--- src/rtl/irq_rr_sched_pkg.sv ---
// Shared types and defaults for the round-robin interrupt scheduler.
// Imported by the interface, the picker and the top module.
package irq_sched_pkg;

    typedef enum logic [1:0] {
        IDLE     = 2'd0,
        ISSUE    = 2'd1,
        WAIT_ACK = 2'd2,
        RELEASE  = 2'd3
    } state_e;

    localparam int DEF_NREQ    = 4;
    localparam int DEF_TIMEOUT = 15;
    localparam int DEF_CW      = 4;
    localparam int MAX_NREQ    = 8;

    // Callers narrow the result to their own requester count with a size cast.
    function automatic logic [MAX_NREQ-1:0] onehot(input logic [2:0] idx);
        return MAX_NREQ'(1) << idx;
    endfunction

endpackage

--- src/rtl/irq_rr_sched_if.sv ---
// Requester/handler signal bundle between the scheduler and its environment.
// The scheduler uses the slave view; whatever drives the requests uses master.
interface irq_rr_sched_if
    import irq_sched_pkg::*;
#(
    parameter int NREQ = DEF_NREQ
);

    logic [NREQ-1:0] req;
    logic [NREQ-1:0] req_cont;
    logic            ackout;
    logic            enable_count;
    logic [NREQ-1:0] grant;
    logic [NREQ-1:0] done;
    logic            err;
    logic            eql;
    logic            cont_eql;
    logic            busy;

    modport master (
        output req, req_cont, ackout, enable_count,
        input  grant, done, err, eql, cont_eql, busy
    );

    modport slave (
        input  req, req_cont, ackout, enable_count,
        output grant, done, err, eql, cont_eql, busy
    );

endinterface

--- src/rtl/irq_rr_sched_rr_pick.sv ---
// Combinational round-robin picker: first set request at or above the
// pointer, wrapping around to bit 0.
module rr_pick
    import irq_sched_pkg::*;
#(
    parameter int NREQ = DEF_NREQ,
    parameter int IW   = (NREQ > 1) ? $clog2(NREQ) : 1
) (
    input  logic [NREQ-1:0] req_i,
    input  logic [IW-1:0]   ptr_i,
    output logic            valid_o,
    output logic [IW-1:0]   winner_o
);

    int idx;

    // Walk from the farthest candidate back to the pointer so the closest hit is written last.
    always_comb begin
        valid_o  = 1'b0;
        winner_o = '0;
        idx      = 0;
        for (int i = NREQ - 1; i >= 0; i--) begin
            idx = (int'(ptr_i) + i) % NREQ;
            if (req_i[IW'(idx)]) begin
                valid_o  = 1'b1;
                winner_o = IW'(idx);
            end
        end
    end

endmodule

--- src/rtl/irq_rr_sched.sv ---
// Round-robin scheduler that time-shares one interrupt-handler FSM among
// NREQ requesters, with ack handshake, timeout abort and priority rotation.
module irq_rr_sched
    import irq_sched_pkg::*;
#(
    parameter int NREQ    = DEF_NREQ,
    parameter int TIMEOUT = DEF_TIMEOUT,
    parameter int CW      = DEF_CW
) (
    input  logic          clock,
    input  logic          reset,
    irq_rr_sched_if.slave bus
);

    localparam int IW = (NREQ > 1) ? $clog2(NREQ) : 1;

    state_e          state_q, state_d;
    logic [IW-1:0]   ptr_q, ptr_d;
    logic [IW-1:0]   winner_q, winner_d;
    logic [CW-1:0]   cnt_q, cnt_d;
    logic [NREQ-1:0] grant_q, grant_d;
    logic [NREQ-1:0] done_q, done_d;
    logic            err_q, err_d;
    logic            eql_q, eql_d;
    logic            contEql_q, contEql_d;
    logic            busy_q, busy_d;
    logic            pickValid;
    logic [IW-1:0]   pickIdx;

    rr_pick #(
        .NREQ (NREQ),
        .IW   (IW)
    ) u_pick (
        .req_i    (bus.req),
        .ptr_i    (ptr_q),
        .valid_o  (pickValid),
        .winner_o (pickIdx)
    );

    always_ff @(posedge clock or negedge reset) begin
        if (!reset) begin
            state_q   <= IDLE;
            ptr_q     <= '0;
            winner_q  <= '0;
            cnt_q     <= '0;
            grant_q   <= '0;
            done_q    <= '0;
            err_q     <= 1'b0;
            eql_q     <= 1'b0;
            contEql_q <= 1'b0;
            busy_q    <= 1'b0;
        end else begin
            state_q   <= state_d;
            ptr_q     <= ptr_d;
            winner_q  <= winner_d;
            cnt_q     <= cnt_d;
            grant_q   <= grant_d;
            done_q    <= done_d;
            err_q     <= err_d;
            eql_q     <= eql_d;
            contEql_q <= contEql_d;
            busy_q    <= busy_d;
        end
    end

    // done/err are pulses, so they default low; everything else holds.
    always_comb begin
        state_d   = state_q;
        ptr_d     = ptr_q;
        winner_d  = winner_q;
        cnt_d     = cnt_q;
        grant_d   = grant_q;
        done_d    = '0;
        err_d     = 1'b0;
        eql_d     = eql_q;
        contEql_d = contEql_q;

        case (state_q)
            IDLE: begin
                if (pickValid && !bus.enable_count) begin
                    winner_d  = pickIdx;
                    grant_d   = NREQ'(onehot(3'(pickIdx)));
                    contEql_d = bus.req_cont[pickIdx];
                    eql_d     = 1'b1;
                    state_d   = ISSUE;
                end
            end
            ISSUE: begin
                cnt_d   = '0;
                state_d = WAIT_ACK;
            end
            WAIT_ACK: begin
                if (!bus.req[winner_q] || bus.ackout || cnt_q == CW'(TIMEOUT - 1)) begin
                    if (bus.req[winner_q] && bus.ackout) begin
                        done_d = grant_q;
                    end else if (bus.req[winner_q]) begin
                        err_d = 1'b1;
                    end
                    state_d   = RELEASE;
                    eql_d     = 1'b0;
                    contEql_d = 1'b0;
                    grant_d   = '0;
                    ptr_d     = (winner_q == IW'(NREQ - 1)) ? '0 : winner_q + 1'b1;
                end else begin
                    cnt_d = cnt_q + 1'b1;
                end
            end
            RELEASE: begin
                if (!bus.ackout) begin
                    state_d = IDLE;
                end
            end
            default: state_d = IDLE;
        endcase

        busy_d = (state_d != IDLE);
    end

    assign bus.grant    = grant_q;
    assign bus.done     = done_q;
    assign bus.err      = err_q;
    assign bus.eql      = eql_q;
    assign bus.cont_eql = contEql_q;
    assign bus.busy     = busy_q;

endmodule

--- src/flat_wrapper.sv ---
// flat-port wrapper written by rule: the top's interface ports become plain ports
module irq_rr_sched_flat import irq_sched_pkg::*;
#(
    parameter int NREQ    = DEF_NREQ,
    parameter int TIMEOUT = DEF_TIMEOUT,
    parameter int CW      = DEF_CW
)
  (clock, reset, bus_req, bus_req_cont, bus_ackout, bus_enable_count, bus_grant, bus_done, bus_err, bus_eql, bus_cont_eql, bus_busy);
  irq_rr_sched_if #(.NREQ(NREQ)) bus_i ();
  input  logic clock;
  input  logic reset;
  input wire logic [$bits(bus_i.req)-1:0] bus_req;
  input wire logic [$bits(bus_i.req_cont)-1:0] bus_req_cont;
  input wire logic [$bits(bus_i.ackout)-1:0] bus_ackout;
  input wire logic [$bits(bus_i.enable_count)-1:0] bus_enable_count;
  output wire logic [$bits(bus_i.grant)-1:0] bus_grant;
  output wire logic [$bits(bus_i.done)-1:0] bus_done;
  output wire logic [$bits(bus_i.err)-1:0] bus_err;
  output wire logic [$bits(bus_i.eql)-1:0] bus_eql;
  output wire logic [$bits(bus_i.cont_eql)-1:0] bus_cont_eql;
  output wire logic [$bits(bus_i.busy)-1:0] bus_busy;
  assign bus_i.req = bus_req;
  assign bus_i.req_cont = bus_req_cont;
  assign bus_i.ackout = bus_ackout;
  assign bus_i.enable_count = bus_enable_count;
  assign bus_grant = bus_i.grant;
  assign bus_done = bus_i.done;
  assign bus_err = bus_i.err;
  assign bus_eql = bus_i.eql;
  assign bus_cont_eql = bus_i.cont_eql;
  assign bus_busy = bus_i.busy;
  irq_rr_sched #(.NREQ(NREQ), .TIMEOUT(TIMEOUT), .CW(CW)) u_core (.clock(clock), .reset(reset), .bus(bus_i));
endmodule
--- config.mk ---
export PLATFORM = sky130hd
export DESIGN_NAME = irq_rr_sched_flat
export DESIGN_NICKNAME = d
export VERILOG_FILES = /design/src/rtl/irq_rr_sched_pkg.sv /design/src/rtl/irq_rr_sched_if.sv /design/src/rtl/irq_rr_sched_rr_pick.sv /design/src/rtl/irq_rr_sched.sv /design/src/flat_wrapper.sv
export SDC_FILE = /design/constraint.sdc
export NUM_CORES = 1
export LEC_CHECK = 0
export ABC_CLOCK_PERIOD_IN_PS = 2150
export CORE_ASPECT_RATIO = 1.75
export CORE_MARGIN = 2
export CORE_UTILIZATION = 40
export CTS_CLUSTER_DIAMETER = 80
export CTS_CLUSTER_SIZE = 30
export DETAILED_ROUTE_END_ITERATION = 7
export HOLD_SLACK_MARGIN = 0.08
export PLACE_DENSITY_LB_ADDON = 0.05
export SYNTH_ARGS = -nofsm -noshare
export SYNTH_HDL_FRONTEND = slang
export SYNTH_SLANG_ARGS = --single-unit
export TNS_END_PERCENT = 1
--- constraint.sdc ---
create_clock -name clock -period 2.15 [get_ports clock]
set_input_delay 0.43 -clock clock [delete_from_list [all_inputs] [get_ports clock]]
set_output_delay 0.43 -clock clock [all_outputs]
set_load 0.05 [all_outputs]
== Yosys cells after proc, flatten, opt, wreduce, memory -nomap -nowiden ==
Index checks and enable logic that the tools add are counted.
W data, S select, Z words.

* Latch bits: 0
* RAM bits: 0
* Logic and storage cells: 90
* Output and inout bits: 12
* ROM bits: 0
* Memories kept: 0
* Register bits: 22

* Shifts and indexed selects: 1
* Mux-type cells: 46
* Multiply operators: 0
* Order comparisons: 6
* $add $sub $neg: 5
* Equality and inequality tests: 8
* Reductions and logical operators: 14
* Bitwise logic cells: 0
* Divide/modulo/power cells: 0

{| class="wikitable"
|+ Operators with widths
! kind !! count
|-
| $mux W4 || 6
|-
| $mux W1 || 21
|-
| $lt A2 B4 Y1 const B || 4
|-
| $mux W2 || 8
|-
| $pmux W4 S2 || 2
|-
| $bmux W1 S2 || 6
|-
| $pmux W2 S4 || 1
|-
| $eq A2 B2 Y1 const B || 3
|-
| $lt A2 B3 Y1 const B || 2
|-
| $reduce_and A2 Y1 || 3
|-
| $reduce_bool A2 Y1 || 3
|-
| $add A2 B1 Y2 const B || 2
|-
| $add A2 B2 Y2 const B || 2
|-
| $add A4 B1 Y4 const B || 1
|-
| $eq A4 B4 Y1 const B || 1
|-
| $ne A2 B1 Y1 const B || 2
|-
| $pmux W1 S2 || 2
|-
| $shl A1 B2 Y4 const A || 1
|-
| $reduce_and A3 Y1 || 1
|-
| $eq A2 B1 Y1 const B || 1
|-
| $logic_and A1 B1 Y1 || 2
|-
| $logic_not A1 Y1 || 2
|-
| $logic_not A2 Y1 || 1
|-
| $logic_or A1 B1 Y1 || 2
|-
| $ne A2 B2 Y1 const B || 1
|}

== Depth between registers and ports, before layout ==
* Word-level depth: 12
* Depth in mapped cells: 6

== Cells and area by module ==
Synthesis repeated with hierarchy kept, for this count alone.

* Cell total of the unflattened synthesis: 109
* Area total of the unflattened synthesis: 1127.3 sq um

{| class="wikitable"
|+ Modules (own cells, without submodules)
! module !! area an instance (sq um) !! times used !! cells each !! seq. area each (sq um)
|-
| irq_rr_sched || 1049.8 || 1 || 96 || 550.5
|-
| rr_pick || 77.6 || 1 || 13 || 0.0
|}

== Least setup slack after synthesis ==
Ideal clock, no wire load.

* Path type: flip-flop to flip-flop
* From: register u_core.winner_q[0]
* To: register u_core.ptr_q[1]
* Period minus slack after synthesis: 1.660 ns
* Arrival: 1.535 ns
* Cell stages (with the launch flop): 4
* Setup slack: 0.490 ns
* Cells stage by stage: dfrtp_1 -> mux4_2 -> a31oi_2 -> mux2_2

* Word-level cells in the longest chain between the ends: 6
* Elaborated cells on any way between the ends: 9
* Classes of those cells: add/sub (1); eq/ne (1); mux (3); reduce/logical (4)

{| class="wikitable"
|+ Ends and longest elaborated chain
! element !! RTL line !! text
|-
| start, declared || irq_rr_sched.sv:19 || <nowiki>logic [IW-1:0] winner_q, winner_d;</nowiki>
|-
| start signal, assigned || irq_rr_sched.sv:55 || <nowiki>winner_q <= winner_d;</nowiki>
|-
| $bmux W1 S2 || irq_rr_sched.sv:93 || <nowiki>if (!bus.req[winner_q] || bus.ackout || cnt_q == CW'(TIMEOUT - 1)) begin</nowiki>
|-
| $mux W1 (not written as such) || irq_rr_sched.sv:93 ||
|-
| $logic_not A1 Y1 || irq_rr_sched.sv:93 ||
|-
| $logic_or A1 B1 Y1 (2 in a row) || irq_rr_sched.sv:93 ||
|-
| $reduce_and A2 Y1 (no line) || -- ||
|-
| end signal, assigned || irq_rr_sched.sv:54 || <nowiki>ptr_q <= ptr_d;</nowiki>
|-
| end, declared || irq_rr_sched.sv:18 || <nowiki>logic [IW-1:0] ptr_q, ptr_d;</nowiki>
|}

Several ways; a longest one is shown, not always the timed one. The select of a mux whose other input is x is not followed.
A chain may end at the register's enable or synchronous reset.

== Worst setup path in the final report ==
* From: input port bus_req[0]
* To: register u_core.contEql_q, in the netlist u_core.bus.cont_eql

* Word-level cells in the longest chain between the ends: 11
* Elaborated cells on any way between the ends: 33
* Classes of those cells: eq/ne (2); mux (26); reduce/logical (5)

{| class="wikitable"
|+ Ends and longest elaborated chain
! element !! RTL line !! text
|-
| start, declared || flat_wrapper.sv:12 || <nowiki>input wire logic [$bits(bus_i.req)-1:0] bus_req;</nowiki>
|-
| $bmux W1 S2 || irq_rr_sched_rr_pick.sv:24 || <nowiki>if (req_i[IW'(idx)]) begin</nowiki>
|-
| $mux W1 (not written as such) (2 in a row) || irq_rr_sched_rr_pick.sv:24 ||
|-
| $mux W2 (4 in a row) || irq_rr_sched_rr_pick.sv:24 ||
|-
| $bmux W1 S2 || irq_rr_sched.sv:83 || <nowiki>contEql_d = bus.req_cont[pickIdx];</nowiki>
|-
| $mux W1 (not written as such) || irq_rr_sched.sv:83 ||
|-
| $mux W1 || irq_rr_sched.sv:80 || <nowiki>if (pickValid && !bus.enable_count) begin</nowiki>
|-
| $pmux W1 S2 || irq_rr_sched.sv:78 || <nowiki>case (state_q)</nowiki>
|-
| end signal, assigned || irq_rr_sched.sv:61 || <nowiki>contEql_q <= contEql_d;</nowiki>
|-
| end, declared || irq_rr_sched.sv:25 || <nowiki>logic contEql_q, contEql_d;</nowiki>
|}

Several ways; a longest one is shown, not always the timed one. The select of a mux whose other input is x is not followed.

==> results.toml <==
[yosys]
ys_ff_latch = 22
synth.top_cells.by_area = "dfrtp_1 (50%), ha_1 (3.4%), o21ai_0 (3.2%), o2bb2ai_1 (3.2%), mux2_2 (3.1%)"
avgSynthCellArea_um2 = 11.2
ys_types = 35
synthArstFlopShare = 1.00
netlist_area_um2 = 1110
synthesis.nets = 114
ys_seq_area_frac = 0.498
synth_edf_count = 0
synth_area_leader_cell = "dfrtp_1"
ys.flop_type = "dfrtp_1"
synth_cells = 99
synth.top_cell.area_share = 0.498
synth_warnings = 0

[cts]
htree_num_levels = 1
cts_sinks = 22
cts_tree = "built"
cts-hold-fix-buffers = 0
cts_buffers = 3
cts_max_path_buffers = 2
cts-resized-gates = 0
path_clk_slew_ps = 80
clk_root_buffer_cell = "clkbuf_8"
clkLatencyLatePin_ps = 260
post_cts_buffers = 0

[placed_design]
dp.cells = 154
gp_congestion = 0.770
io_buffers = 23
dp.final_hpwl_um = 1970
placed_area_um2 = 1410

[route]
wl_um = 2470
drtPass1Iterations = 4
viasPerCell = 5.75
drtIter0Drc = 13
ant_nets = 0
drc = 0
num_vias = 908
wl_per_cell_um = 15.6

[job]
drv_cap = 0

[worst_setup_path]
crit_path_max_fanout = 4
crit_type = "in -> reg"
worstPathArrival_ps = 2010
crit_top_cell = "o221ai_1"
cp_data_required_time_ps = 2280
start_kind = "input port"
worst_setup_path_end_kind = "register"
critical_path.n_buffers_inverters = 2
cpLargestDelayFamily = "buffers and inverters"
max_stage_delay_ps = 530
worstPathCellList = "clkdlybuf4s50_1, buf_4, a21boi_0, o221ai_1, mux2i_1, o221ai_1"
critical_path.slowest_cell = "clkdlybuf4s50_1"

[layout]
finalInstanceArea_um2 = 1470
instances_no_fill = 158
n_antenna_cell = 0
drive_gt1_frac = 0.160
post-route-util = 0.552
syn_to_final_growth_pct = 32.8
nets = 147

[timing]
period_share = 0.878
rsz0062_at_grt = "false"
finClkSkew_ps = 4.33
clock.fmax_mhz = 530
drv_slew = 0
worst_pin_slew_ps = 548
period_needed_ps = 1890
hold_ws_ps = 496
hold_viol = 0
finalSetupViolCount = 0
relSlewSlack = 0.631
setup_tns_ps = 0

[floorplan]
die_h_um = 73.6
fp.dieW_um = 43.8
rows = 25
coreArea_um2 = 2660
die_area_um2 = 3220
start_util = 0.416
io_pins = 24

[grt]
grt-ovfl-total = 0
grt_pass1_wl_um = 4360
antenna_found_initial = 0
track_usage = 0.181
grt_max_degree = 23
grt_pass1_vias = 957

[power_and_ir_drop]
irDropWorstVdd_v = 0.000735
p_per_area_nw_per_um2 = 1250
p_leak_nw = 0.634

[run_status]
status = "finished clean"

[worst_hold_path]
hp-class = "reg -> reg"
flip-flops by register name, summed over array words and instances (netlist names):
signal	cells
u_core.bus.busy	1
u_core.bus.cont_eql	1
u_core.bus.done	4
u_core.bus.eql	1
u_core.bus.err	1
u_core.bus.grant	4
u_core.cnt_q	4
u_core.ptr_q	2
u_core.state_q	2
u_core.winner_q	2
final timing paths:
kind	start	endpoint	slack [ps]	depth (start not counted)
max	bus_req[0]	u_core.bus.cont_eql	260	6
max reg2reg	u_core.winner_q[0]	u_core.ptr_q[1]	430	3
min in group asynchronous	reset	u_core.ptr_q[0]	520	2
max in group asynchronous	reset	u_core.state_q[1]	1410	2
min	u_core.bus.eql	u_core.bus.eql	500	1
min reg2reg	u_core.bus.eql	u_core.bus.eql	500	1
final cells by class:
| class | instances | area, um2 |
|---|---|---|
| Fill cell | 241 | 1190 |
| Timing Repair Buffer | 30 | 283 |
| Inverter | 7 | 26.3 |
| Tap cell | 27 | 33.8 |
| Multi-Input combinational cell | 68 | 520 |
| Sequential cell | 22 | 551 |
| Clock buffer | 4 | 55.1 |
per-layer routing:
layer / global-route usage / share of wire
met4: 0.0707 / 0.017
met5: 0 / 0
met2: 0.330 / 0.54
met1: 0.203 / 0.40
met3: 0.0295 / 0.041
where the power goes:
part           total (W)  internal [W]  leakage [nW]  switching, W
registers       0.000732      0.000555         0.283      0.000177
clock network   0.000291      0.000163        0.0288      0.000128
logic           0.000820      0.000356         0.322      0.000463
cell usage after synthesis (2+ instances only):
master and instances:
and2_1 5, dfrtp_1 22, ha_1 3, inv_1 7
mux2_2 3, mux2i_1 2, nand2_1 5, nand2b_1 3
nand3_1 4, nor2_1 5, nor3_1 2, o211ai_1 2
o21ai_0 7, o221ai_1 2, o2bb2ai_1 4, o311ai_0 3
or3b_2 2
cells in the final DEF, fill, tap and decap left out, types with 2 or more instances in the layout:
cell type	netlist	routed
and2_1	5	5
o21ai_0	7	7
inv_1	7	7
o311ai_0	3	3
o221ai_1	2	2
buf_4	0	7
mux2_2	3	3
or3b_2	2	2
o211ai_1	2	2
nand2b_1	3	3
nor2_1	5	5
nand2_1	5	5
dfrtp_1	22	22
clkbuf_8	0	4
clkdlybuf4s50_1	0	23
nand3_1	4	4
ha_1	3	3
nor3_1	2	2
mux2i_1	2	2
o2bb2ai_1	4	4
stage by stage:
stage / power [W] / setup slack (ps)
after floorplan: 0.00128 / 490
after global placement: 0.00155 / 15.4
after detailed placement: 0.00157 / -32.0
after CTS: 0.00186 / 250
after global routing: 0.00198 / 142
final: 0.00184 / 262
kinds of logic (layout without fill, tap and decap cells):
kind of cell,after synthesis,count (layout),share of synthesized area
fa+ha+maj,3,3,0.0339
buf+inv,9,41,0.0317
simple gates,33,33,0.189
mux,6,6,0.0690
compound gates,26,26,0.179
flops,22,22,0.498
Power figures use the tool's default switching activity.
